`src/rtl/dmem_stage.sv`:
```
// Memory stage: issues LW/LBU/SW/SB over a valid/yumi handshake, holds upstream
// while the access is outstanding, and loads the writeback pipeline register.
package dmem_stage_pkg;

  typedef struct packed {
    logic is_mem_op_s;
    logic is_store_op_s;
    logic is_byte_op_s;
    logic op_writes_rf_s;
  } control_s;

  typedef struct packed {
    logic [31:0] read_data;
    logic        valid;
    logic        yumi;
  } mem_out_s;

  typedef struct packed {
    logic [31:0] write_data;
    logic        valid;
    logic        wen;
    logic        byte_not_word;
    logic        yumi;
  } mem_in_s;

  typedef struct packed {
    logic [31:0] instr_me;
    control_s    control_me;
    logic [31:0] pc_me;
    logic [31:0] rs_val_me;
    logic [31:0] rd_val_me;
    logic [31:0] alu_result_me;
  } pipcut_me_s;

  typedef struct packed {
    logic [31:0] instr_wb;
    control_s    control_wb;
    logic [31:0] pc_wb;
    logic [31:0] rs_val_wb;
    logic [31:0] rd_val_wb;
    logic [31:0] alu_result_wb;
    mem_out_s    mem_i_wb;
  } pipcut_wb_s;

  typedef enum logic [1:0] {
    DMEM_IDLE,
    DMEM_REQ_SENT,
    DMEM_REQ_ACKED
  } dmem_req_state;

endpackage

module dmem_stage
  import dmem_stage_pkg::*;
#(
  parameter int data_mem_addr_width_gp = 12,
  parameter int stall_cnt_width_p      = 16
) (
  input  logic                              clk,
  input  logic                              reset,
  input  pipcut_me_s                        pipe_me_i,
  input  logic                              valid_me_i,
  input  mem_out_s                          mem_i,
  output mem_in_s                           mem_o,
  output logic [data_mem_addr_width_gp-1:0] mem_addr_o,
  output logic                              stall_o,
  output pipcut_wb_s                        pipe_wb_o,
  output logic                              valid_wb_o,
  output logic                              protocol_err_o,
  output logic [stall_cnt_width_p-1:0]      stall_cycles_o
);

  dmem_req_state                     state_q, state_d;
  pipcut_me_s                        req_q, req_d;
  pipcut_wb_s                        pipe_wb_q, pipe_wb_d;
  logic                              valid_wb_q, valid_wb_d;
  logic                              err_q, err_d;
  logic [stall_cnt_width_p-1:0]      stall_cnt_q, stall_cnt_d;

  logic                              mem_op, stall, done, load_rsp, wb_load;
  pipcut_me_s                        src;
  mem_in_s                           mem_req;
  logic [data_mem_addr_width_gp-1:0] addr;

  function automatic mem_in_s req_of(input pipcut_me_s p);
    mem_in_s r;
    r               = '0;
    r.valid         = 1'b1;
    r.wen           = p.control_me.is_store_op_s;
    r.byte_not_word = p.control_me.is_byte_op_s;
    r.write_data    = p.rd_val_me;
    return r;
  endfunction

  // NOTE: every signal gets a default before the case so no path leaves one
  // unassigned, which would otherwise infer a latch.
  always_comb begin
    state_d  = state_q;
    req_d    = req_q;
    mem_req  = '0;
    addr     = '0;
    stall    = 1'b0;
    done     = 1'b0;
    load_rsp = 1'b0;
    src      = pipe_me_i;
    mem_op   = valid_me_i & pipe_me_i.control_me.is_mem_op_s;

    unique case (state_q)
      DMEM_IDLE: begin
        if (mem_op) begin
          req_d   = pipe_me_i;
          mem_req = req_of(pipe_me_i);
          addr    = pipe_me_i.alu_result_me[data_mem_addr_width_gp-1:0];
          if (!mem_i.yumi) begin
            state_d = DMEM_REQ_SENT;
            stall   = 1'b1;
          end else if (pipe_me_i.control_me.is_store_op_s) begin
            done = 1'b1;
          end else begin
            state_d = DMEM_REQ_ACKED;
            stall   = 1'b1;
          end
        end
      end
      // Past issue the stage works only from req_q, so upstream glitches are harmless.
      DMEM_REQ_SENT: begin
        src     = req_q;
        mem_req = req_of(req_q);
        addr    = req_q.alu_result_me[data_mem_addr_width_gp-1:0];
        stall   = 1'b1;
        if (mem_i.yumi) begin
          if (req_q.control_me.is_store_op_s) begin
            state_d = DMEM_IDLE;
            stall   = 1'b0;
            done    = 1'b1;
          end else begin
            state_d = DMEM_REQ_ACKED;
          end
        end
      end
      DMEM_REQ_ACKED: begin
        src   = req_q;
        stall = 1'b1;
        if (mem_i.valid) begin
          mem_req.yumi = 1'b1;
          stall        = 1'b0;
          done         = 1'b1;
          load_rsp     = 1'b1;
          state_d      = DMEM_IDLE;
        end
      end
      default: state_d = DMEM_IDLE;
    endcase

    wb_load    = done | ((state_q == DMEM_IDLE) & valid_me_i & ~pipe_me_i.control_me.is_mem_op_s);
    valid_wb_d = wb_load;
    pipe_wb_d  = pipe_wb_q;
    if (wb_load) begin
      pipe_wb_d.instr_wb      = src.instr_me;
      pipe_wb_d.control_wb    = src.control_me;
      pipe_wb_d.pc_wb         = src.pc_me;
      pipe_wb_d.rs_val_wb     = src.rs_val_me;
      pipe_wb_d.rd_val_wb     = src.rd_val_me;
      pipe_wb_d.alu_result_wb = src.alu_result_me;
      pipe_wb_d.mem_i_wb      = '0;
      if (load_rsp) begin
        pipe_wb_d.mem_i_wb.valid     = 1'b1;
        pipe_wb_d.mem_i_wb.read_data = src.control_me.is_byte_op_s
                                     ? {24'b0, mem_i.read_data[7:0]} : mem_i.read_data;
      end
    end

    // Response data is only legal while waiting for it; a command accept only
    // while a request is on the bus. Either violation is otherwise ignored.
    err_d = err_q | (mem_i.valid & (state_q != DMEM_REQ_ACKED))
                  | (mem_i.yumi & ~mem_req.valid);
    stall_cnt_d = (stall && !(&stall_cnt_q)) ? stall_cnt_q + 1'b1 : stall_cnt_q;
  end

  // NOTE: sequential state uses non-blocking assignments so every register
  // samples its pre-edge value regardless of statement order.
  always_ff @(posedge clk) begin
    if (reset) begin
      state_q     <= DMEM_IDLE;
      req_q       <= '0;
      pipe_wb_q   <= '0;
      valid_wb_q  <= 1'b0;
      err_q       <= 1'b0;
      stall_cnt_q <= '0;
    end else begin
      state_q     <= state_d;
      req_q       <= req_d;
      pipe_wb_q   <= pipe_wb_d;
      valid_wb_q  <= valid_wb_d;
      err_q       <= err_d;
      stall_cnt_q <= stall_cnt_d;
    end
  end

  // Combinational request outputs are forced quiet while reset is held.
  assign mem_o          = reset ? '0 : mem_req;
  assign mem_addr_o     = reset ? '0 : addr;
  assign stall_o        = ~reset & stall;
  assign pipe_wb_o      = pipe_wb_q;
  assign valid_wb_o     = valid_wb_q;
  assign protocol_err_o = err_q;
  assign stall_cycles_o = stall_cnt_q;

endmodule

```
`config.mk`:
```
export PLATFORM = sky130hd
export DESIGN_NAME = dmem_stage
export DESIGN_NICKNAME = d
export VERILOG_FILES = /design/src/rtl/dmem_stage.sv
export SDC_FILE = /design/constraint.sdc
export NUM_CORES = 1
export LEC_CHECK = 0
export ABC_AREA = 1
export ABC_CLOCK_PERIOD_IN_PS = 2700
export BUFFER_PORTS_ARGS = -buffer_cell sky130_fd_sc_hd__clkbuf_2
export CAP_MARGIN = 25
export CORE_AREA = 2 2 182 184
export CTS_CLUSTER_SIZE = 25
export DETAILED_ROUTE_END_ITERATION = 7
export DIE_AREA = 0 0 184 186
export GPL_TIMING_DRIVEN = 0
export PLACE_DENSITY = 0.81
export SYNTH_ARGS = -nofsm -noshare
export SYNTH_HDL_FRONTEND = slang
export SYNTH_SLANG_ARGS = --single-unit
```
`constraint.sdc`:
```
create_clock -name clk -period 2.7 [get_ports clk]
set_input_delay 0.27 -clock clk [delete_from_list [all_inputs] [get_ports clk]]
set_output_delay 0.27 -clock clk [all_outputs]
set_load 0.01 [all_outputs]
```
==> summary.md, run 1 <==
| Metric | Value |
|---|---|
| Final HPWL DP | 45.5 mm |
| Tcrit/Tclk final | 97.7% |
| IO Count | 466 |
| Syn Nets | roughly 2,700 |
| Post-route ant nets | 0 |
| Largest net degree at the start of global routing | 15 |
| Final setup fails | 0 |
| Clock Latency Late Sink | 0.54 ns |
| Vias | roughly 20,000 |
| Relative slew slack | approximately a third |
| Per-cell routed wire length | between 15 and 20 µm |
| Iter 0 DRT Violations | ~1,700 |
| P per Cell Area | roughly 990 nW/µm² |
| Post-synthesis cell count | between 2,000 and 3,000 |
| Vias in the first global route | roughly 18,000 |
| Maximum clock rate | around 380 MHz |
| CP arrival | 2.37 ns |
| Area Overhead vs Synth | 28.7% |
| Worst IR drop on VDD | approximately 0.6 mV |
| Min Tclk post-route | around 2.6 ns |
| CTS Root Cell | clkbuf_16 |
| Fill cell count | between 2,000 and 3,000 |
| Layout net count | between 3,000 and 4,000 |
| Share of layout cells above drive strength 1 | between 15 and 20% |
| Worst Max-Slew Pin Slew | 0.986 ns |
| Min-delay worst type | input pin to register |
| CTS tree | built |
| Total grt overflow | 0 |
| First-pass GRT wire length | 96.1 mm |
| PortBufs | ~460 |
| Die Wd | approximately 180 µm |
| Core area | about 32,000 µm² |
| Max_cap viols | 0 |
| Initial antenna violation count | 6 |
| Startpoint Class | register |
| Final GP Congestion | about 0.94 |
| Num CTS Buffers | between 40 and 50 |
| Critical path peak fanout | 10 |
| Final Skew | 0.0158 ns |
| Postcts setup bufs | 0 |
| Die Footprint | 34,200 µm² |
| Yosys warning total | 0 |
| Synth Area per Inst | a little under 7 µm² |
| Via density per instance | 5.63 |
| Flops & latches, synth | around 380 |
| H-Tree Level Count | 2 |
| P_leak | between 0.01 and 0.015 µW |
| Status | finished, final reports clean |
| Initial Utilization | ~53% |
| Final Hold Viols | 0 |
| Fin Setup TNS | 0 ns |
| Max Transition Viols Final | 0 |
| Final Instance Area | around 22,000 µm² |
| CTS Sinks | roughly 380 |
| Commonest non-fill, non-tap cell in the layout | nand2_1 |
| Die height | about 190 µm |
| DRC | 0 |
| Worst Path Required | 2.43 ns |
| Synth top area cells | dfxtp_1 (44%), nand2_1 (18%), nand4_1 (7.0%) |
| Synth top area share | 44.4% |
| Drt pass-1 iters | 7 |
| Netlist cell types | 29 |
| Yosys top cell by area | dfxtp_1 |
| Area post-placement | roughly 20,000 µm² |
| Row cnt | 66 |
| GRT Total Usage | 35.4% |
| Reg clk slew, reported paths | approximately 0.060 ns |
| RSZ-0062 raised after global routing | false |
| Sequential share of the synthesized area | between 40% and 50% |
| Maximum clock insertion buffer count | 3 |
| Mapped Area | 17,200 µm² |
| WS Path Type | register to primary output |
| Crit. End Element | primary output |
| Most frequent cells in the layout | nand2_1 (803), clkbuf_2 (468), dfxtp_1 (381), a21oi_1 (204), nand3_1 (200) |
| Final wirelength | roughly 63 mm |
synthesized netlist by cell type, drive strengths merged:
cell and n:
clkbuf 144, nand4 193, xor2 6, dfxtp 381, a21oi 214, ha 7
inv 182, or2 1, conb 1, o21ai 165, nand3b 8, a22oi 1
and2 1, nand3 202, nand2 806, nor2 132, o21a 1, xnor2 1
buf 72, a21boi 8
repair_timing:
item / CTS / global route
pin swaps: 0 / 1
endpoints found under the hold margin: 54 / 0
setup endpoints to repair: 47 / 140
gates resized for setup: 31 / 26
hold buffers: 54 / 0
worst paths after layout:
check | start | endpoint | slack, ns | cells after the start
worst min-delay path | pipe_me_i[24] | req_q[24] | 0.01 | 3
worst max register to register | state_q[0] | pipe_wb_o[49] | 0.19 | 9
worst min register to register | req_q[155] | req_q[155] | 0.45 | 2
worst max-delay path | state_q[0] | mem_o[7] | 0.06 | 7
metal layers:
| layer | track usage [%] | part of all wire (%) | wire length [µm] | vias to the layer above |
|---|---|---|---|---|
| li1 | - | - | - | 9394 |
| met1 | 43.4 | 38 | 23900 | 9143 |
| met2 | 58.6 | 47 | 29600 | 1108 |
| met3 | 7.59 | 9.7 | 6140 | 231 |
| met4 | 18.8 | 5.6 | 3530 | 0 |
| met5 | 0 | 0 | 0 | - |
power breakdown:
| group | switching (µW) | internal [µW] |
|---|---|---|
| logic | 5990 | 2550 |
| clock network | 2340 | 3590 |
| registers | 741 | 6770 |
layout make-up:
class                           count  area [µm²]  area share [%]
Antenna cell                        6        15.0          0.0679
Buffer                            216         947            4.28
Clock buffer                       56        1160            5.26
Clock inverter                     17         246            1.11
Inverter                          182         683            3.09
Multi-Input combinational cell   1747        8060            36.5
Sequential cell                   381        7630            34.5
Tap cell                          408         510            2.31
Timing Repair Buffer              517        2860            12.9
worst max-delay path, cell delays in order, from the launching register on:
cell and delay, ns:
dfxtp_1 0.43, ha_1 0.26, inv_1 0.08, nand2_1 0.13, nand2_2 0.22, clkbuf_4 0.31
a21oi_1 0.23, clkbuf_2 0.18
sequential cells by signal (all words and copies together) (netlist names):
| name | cells |
|---|---|
| pipe_wb_o | 197 |
| valid_wb_o | 1 |
| stall_cycles_o | 16 |
| protocol_err_o | 1 |
| state_q | 2 |
| req_q | 164 |
logic make-up after synthesis:
logic type | after synthesis | synth area share (%)
and+or+nand+nor | 1343 | 34.0
buffers and inverters | 398 | 9.19
AOI/OAI and AO/OA | 389 | 11.5
DFF | 381 | 44.4
xor gates and xnor gates | 7 | 0.357
adders and majority gates | 7 | 0.510
other | 1 | 0.0218
metrics by stage:
step / hold slack (ns) / util (%) / power (µW) / worst slack (ns) / cells
2_1_floorplan: 0.414 / - / 12600 / 0.888 / 2526
3_3_place_gp: 0.434 / 62.1 / 15600 / 0.0277 / 3397
3_5_place_dp: 0.440 / 62.1 / 15700 / -0.0187 / 3397
4_1_cts: 0.00319 / 68.4 / 21800 / -0.0215 / 3524
5_1_grt: 0.0214 / 68.7 / 23200 / 0.00700 / 3530
6_report: 0.00966 / 68.7 / 22000 / 0.0632 / 3530
No activity file was read; power rests on OpenSTA's default activity.
==> run 2: changes to the inputs <==
Settings changed: RECOVER_POWER set to 100.
==> summary.md, run 2 (synthesis results as in run 1) <==
| Metric | Value |
|---|---|
| Slowest cell on crit path | dfxtp_1 |
| Status | finished with violations |
| Buf/Inv on CP | 3 |
| Final wirelength | 63.2 mm |
| Final HPWL DP | about 46 mm |
| Total power | ~22,000 µW |
| P_leak | approximately 0.0097 µW |
| Maximum clock rate | 379 MHz |
| R2R cell count | 11 |
| Worst hold slack | about 0.011 ns |
| First-pass GRT wire length | 96.1 mm |
| Final non-filler cell total | roughly 3,500 |
| Final GP Congestion | approximately 0.94 |
| Fin Setup TNS | 0 ns |
| Vias in the first global route | 18,200 |
| Worst Hold Launch | pipe_me_i[24] |
| Worst IR drop on VDD | around 0.60 mV |
| Total grt overflow | 0 |
| Worst Path Required | ~2.4 ns |
| CP arrival | roughly 2.4 ns |
| Commonest non-fill, non-tap cell in the layout | nand2_1 |
| Critical path peak fanout | 10 |
| CP endpoint | mem_o[7] |
| Initial Utilization | 53.3% |
| Vias | around 20,000 |
| Clock Latency Late Sink | between 0.5 and 0.6 ns |
| Max reg flops | a little under 200 |
| Post-route ant nets | 0 |
| Final setup fails | 0 |
| GRT Total Usage | between 30% and 40% |
| Die height | roughly 190 µm |
| CP top delay family | buffers and inverters |
| PortBufs | between 400 and 500 |
| Postcts setup bufs | 0 |
| Crit. End Element | primary output |
| Min-delay worst type | input pin to register |
| Row cnt | 66 |
| Iter 0 DRT Violations | 1,697 |
| CTS Sinks | 381 |
| Tcrit/Tclk final | between 90% and 100% |
| Final core occ | 67.6% |
| Min Tclk post-route | 2.64 ns |
| Dpl cells | ~3,400 |
| Reg2reg end | pipe_wb_o[51] |
| CTS Root Cell | clkbuf_16 |
| Die Wd | about 180 µm |
| Critical path startpoint | state_q[0] |
| Via density per instance | 5.65 |
| Failing checks | design-rule violations |
| Most frequent cells in the layout | nand2_1 (804), clkbuf_1 (395), dfxtp_1 (381), clkbuf_2 (248), a21oi_1 (204) |
| Instance count on the critical path | 7 |
| Per-cell routed wire length | between 15 and 20 µm |
| RSZ-0062 raised after global routing | false |
| Max_cap viols | 0 |
| Startpoint Class | register |
| Die Footprint | 34,200 µm² |
| Initial antenna violation count | 6 |
| WS Path Type | register to primary output |
| Worst Max-Slew Pin Slew | between 0.9 and 1 ns |
| Num CTS Buffers | 41 |
| CTS tree | built |
| DRC | 7 |
| Final Hold Viols | 0 |
| Max Transition Viols Final | 0 |
| Largest net degree at the start of global routing | 15 |
| FF-to-FF setup slack | about 0.16 ns |
| H-Tree Level Count | 2 |
| IO Count | 466 |
| Reg clk slew, reported paths | around 0.060 ns |
| Maximum clock insertion buffer count | 3 |
| Final Skew | approximately 0.016 ns |
| Crit-path cells | ha_1 -> inv_1 -> nand2_1 -> nand2_2 -> clkbuf_4 -> a21oi_1 -> clkbuf_2 |
| Layout net count | 3,294 |
| Share of layout cells above drive strength 1 | approximately an eighth |
| P per Cell Area | ~1000 nW/µm² |
| Reg2reg start | state_q[0] |
| Core area | between 30,000 and 40,000 µm² |
| Relative slew slack | 34.2% |
| Drt pass-1 iters | 8 |
| Area Overhead vs Synth | 26.9% |
| CP peak stage delay | 0.43 ns |
-- run 2: layer usage --
| layer | global-route usage [%] | up-vias | routed length [µm] |
|---|---|---|---|
| li1 | - | 9407 | - |
| met2 | 58.6 | 1149 | 29500 |
| met4 | 18.8 | 0 | 3670 |
| met3 | 7.59 | 247 | 6100 |
| met5 | 0 | - | 0 |
| met1 | 43.4 | 9134 | 24000 |
-- run 2: worst min path at each step --
stage	end	slack (ns)	depth (start not counted)
after floorplan	req_q[127]	0.41	2
after global placement	req_q[157]	0.43	2
after detailed placement	req_q[152]	0.44	2
after CTS	req_q[24]	0.003	3
after global routing	req_q[71]	0.02	3
final	req_q[24]	0.01	3
-- run 2: worst register-to-register path, delay by kind of cell, from the launching register on --
kind,cells,cell delay (ns)
simple gates,4,0.38
fa+ha+maj,1,0.34
flops,1,0.43
buf+inv,6,1.35
-- run 2: layout make-up --
class / instances / area (µm²)
Fill cell: 2923 / 10400
Multi-Input combinational cell: 1747 / 8060
Sequential cell: 381 / 7630
Timing Repair Buffer: 517 / 2560
Clock buffer: 56 / 1160
Buffer: 216 / 923
Inverter: 182 / 683
Tap cell: 408 / 510
Clock inverter: 17 / 246
Antenna cell: 7 / 17.5
-- run 2: what timing repair did --
action / 4_1_cts / 5_1_grt
pin swaps: 0 / 1
resized for setup: 31 / 26
endpoints found under the hold margin: 54 / 0
hold buffers: 54 / 0
gates cloned: 0 / 0
endpoints found under the setup margin: 47 / 140
-- run 2: where the power goes --
part	leakage, µW	internal (µW)	switching, µW	total [µW]
clock	0.000700	3590	2340	5930
sequential	0.00311	6770	737	7510
combinational	0.00594	2310	6000	8310
-- run 2: per-stage QoR --
step	cell area (µm²)	setup WS [ns]
after floorplan	17200	0.888
after global placement	20000	0.0277
after detailed placement	20000	-0.0187
after CTS	22000	-0.0215
after global routing	21800	0.00705
final	21800	0.0647
==> run 3: changes to the inputs <==
==> constraint.sdc (replaced) <==
create_clock -name clk -period 2.7 [get_ports clk]
set_input_delay 0.27 -clock clk [delete_from_list [all_inputs] [get_ports clk]]
set_output_delay 0.27 -clock clk [all_outputs]
set_load 0.1 [all_outputs]
==> summary.md, run 3 (synthesis results as in run 1) <==
| Metric | Value |
|---|---|
| Area Overhead vs Synth | 31.2% |
| GRT Total Usage | a little under two fifths |
| FF-to-FF setup slack | about 0.018 ns |
| Register Area | 7630 µm² |
| Row cnt | 66 |
| Switching Power | roughly 15,000 µW |
| Reg power frac | around 27% |
| Vias in the first global route | roughly 19,000 |
| Startpoint Class | register |
| Buf/Inv on CP | 3 |
| Area of the multi-input gates | slightly above 8000 µm² |
| WS Path Type | register to register |
| Num CTS Buffers | about 40 |
| PortBufs | 463 |
| Final Instance Area | about 23,000 µm² |
| Tcrit/Tclk final | between 90% and 100% |
| R2R cell count | 7 |
| Final setup fails | 0 |
| Max reg flops | ~200 |
| DRC | 0 |
| Vias | approximately 20,000 |
| Pint | ~13,000 µW |
| Via density per instance | roughly 5.7 |
| Fin Setup TNS | 0 ns |
| Total power | 27,700 µW |
| CP arrival | between 3 and 4 ns |
| Max Transition Viols Final | 0 |
| Worst Slack Setup Final | between 0.015 and 0.02 ns |
| Final Skew | just under 0.006 ns |
| H-Tree Level Count | 2 |
| Min-delay worst type | input pin to register |
| P per Cell Area | 1230 nW/µm² |
| Clock share of power | roughly a fifth |
| Final GP Congestion | 0.964 |
| Hold endpoint | req_q[96] |
| CTS Root Cell | clkbuf_16 |
| IO Count | 466 |
| Final wirelength | 66.3 mm |
| Reg2reg start | state_q[1] |
| Net Sw Frac | about 55% |
| Iter 0 DRT Violations | between 1,500 and 2,000 |
| Final HPWL DP | 48.4 mm |
| Final Hold Viols | 0 |
| Reg2reg end | pipe_wb_o[59] |
| Fill cell count | 2,760 |
| Worst Hold Launch | pipe_me_i[96] |
| Reg clk slew, reported paths | approximately 0.06 ns |
| Crit-path cells | inv_2 -> ha_1 -> nand3_2 -> clkbuf_1 -> buf_1 -> nand4_1 -> nand2_1 |
| Area post-placement | about 20,000 µm² |
| Share of layout cells above drive strength 1 | roughly 17% |
| Initial Utilization | between 50 and 60% |
| Worst Max-Slew Pin Slew | about 1.3 ns |
| Initial antenna violation count | 6 |
| Status | finished, final reports clean |
| Relative slew slack | a little over an eighth |
| Commonest non-fill, non-tap cell in the layout | nand2_1 |
| Min Tclk post-route | between 2 and 3 ns |
| Routing usage on met1 | ~45% |
| Die height | 186 µm |
| Drt pass-1 iters | 7 |
| Worst Path Required | between 3 and 4 ns |
| CP peak stage delay | approximately 0.89 ns |
| CTS Sinks | roughly 380 |
| RSZ-0062 raised after global routing | true |
| Critical path peak fanout | 10 |
| M3 GR Usage | 8.94% |
| P_leak | between 0.01 and 0.015 µW |
| CTS tree | built |
| Worst IR drop on VDD | between 0.8 and 0.9 mV |
| Gr busiest metal | met2 |
| Post-route ant nets | 0 |
| Core area | 32,200 µm² |
| Maximum clock rate | ~370 MHz |
| Max_cap viols | 0 |
| Gate power share | between 50% and 60% |
| Crit. End Element | register |
| Maximum clock insertion buffer count | 3 |
| Clock Latency Late Sink | about 0.54 ns |
| Met2 Use GR | just over 60% |
| Hold Path Cell Cnt | 3 |
| Per-cell routed wire length | ~19 µm |
| Slowest cell on crit path | clkbuf_1 |
| Postcts setup bufs | 0 |
| Layout net count | between 3,000 and 4,000 |
| CP top delay family | buffers and inverters |
| Die Footprint | 34,200 µm² |
| Die Wd | 184 µm |
| Total grt overflow | 0 |
| Most frequent cells in the layout | nand2_1 (803), dfxtp_1 (380), clkbuf_2 (299), clkbuf_1 (260), nand3_1 (200) |
| Largest net degree at the start of global routing | 14 |
| First-pass GRT wire length | approximately 100 mm |
| Dpl ws | -0.381 ns |
==> run 3: cell count changes in the layout (fill, tap and decap cells not counted), moves of 8 or more <==
cell,change
clkbuf_1,-135
clkbuf_2,+51
a21oi_1,-36
a21oi_2,+31
buf_2,+29
buf_4,+15
buf_8,+13
clkbuf_8,+11
buf_6,+8
==> run 3: what timing repair did <==
action	in CTS	in global routing
setup endpoints to repair	47	116
pin swaps	3	1
resized for setup	113	78
hold buffers	57	0
cloned	0	0
endpoints found under the hold margin	57	0
==> run 3: worst register-to-register path, stage by stage (launching register included) <==
cell      delay, ns
dfxtp_1        0.41
inv_2          0.09
ha_1           0.23
nand3_2        0.25
clkbuf_1       0.89
buf_1          0.48
nand4_1        0.18
nand2_1        0.10
==> run 3: final cells by class <==
| type | instances | share of cell area [%] |
|---|---|---|
| flip-flops and latches | 381 | 33.9 |
| inverters | 182 | 3.03 |
| diodes | 7 | 0.0777 |
| clock inverters | 9 | 0.239 |
| multi-input cells | 1747 | 36.6 |
| well taps | 408 | 2.27 |
| clock buffers | 63 | 5.60 |
| repair buffers | 521 | 14.1 |
| plain buffers | 216 | 4.28 |
==> run 3: metrics by stage <==
step	hold WS, ns	std cells	utilization (%)
2_1_floorplan	0.414	2526	-
3_3_place_gp	0.433	3397	62.6
3_5_place_dp	0.440	3398	62.7
4_1_cts	0.00169	3527	69.9
5_1_grt	0.0197	3531	69.9
6_report	0.0146	3534	70.0
==> run 3: metal layers <==
layer	share of wire, %	vias to the layer above
met5	0.017	-
met4	6.0	2
met3	11	260
met2	46	1138
met1	38	9207
li1	-	9408
==> run 3: worst max-delay path by stage <==
stage / from / to / slack [ns] / cells past startpoint
final: state_q[1] / pipe_wb_o[59] / 0.02 / 7
after global routing: state_q[1] / mem_o[34] / -0.02 / 9
after CTS: state_q[0] / mem_o[32] / -0.04 / 9
after detailed placement: reset / mem_o[17] / -0.38 / 6
after global placement: reset / mem_o[17] / -0.42 / 6
after floorplan: state_q[0] / stall_o / 0.22 / 8
==> run 3: power by group through the flow <==
stage               sequential, µW  combinational, µW  clock (µW)
floorplan                    13100               5360           0
global placement              7550              14000           0
detailed placement            7600              14200           0
CTS                           7490              14500        5540
global route                  7620              15500        5760
finish                        7520              14700        5520
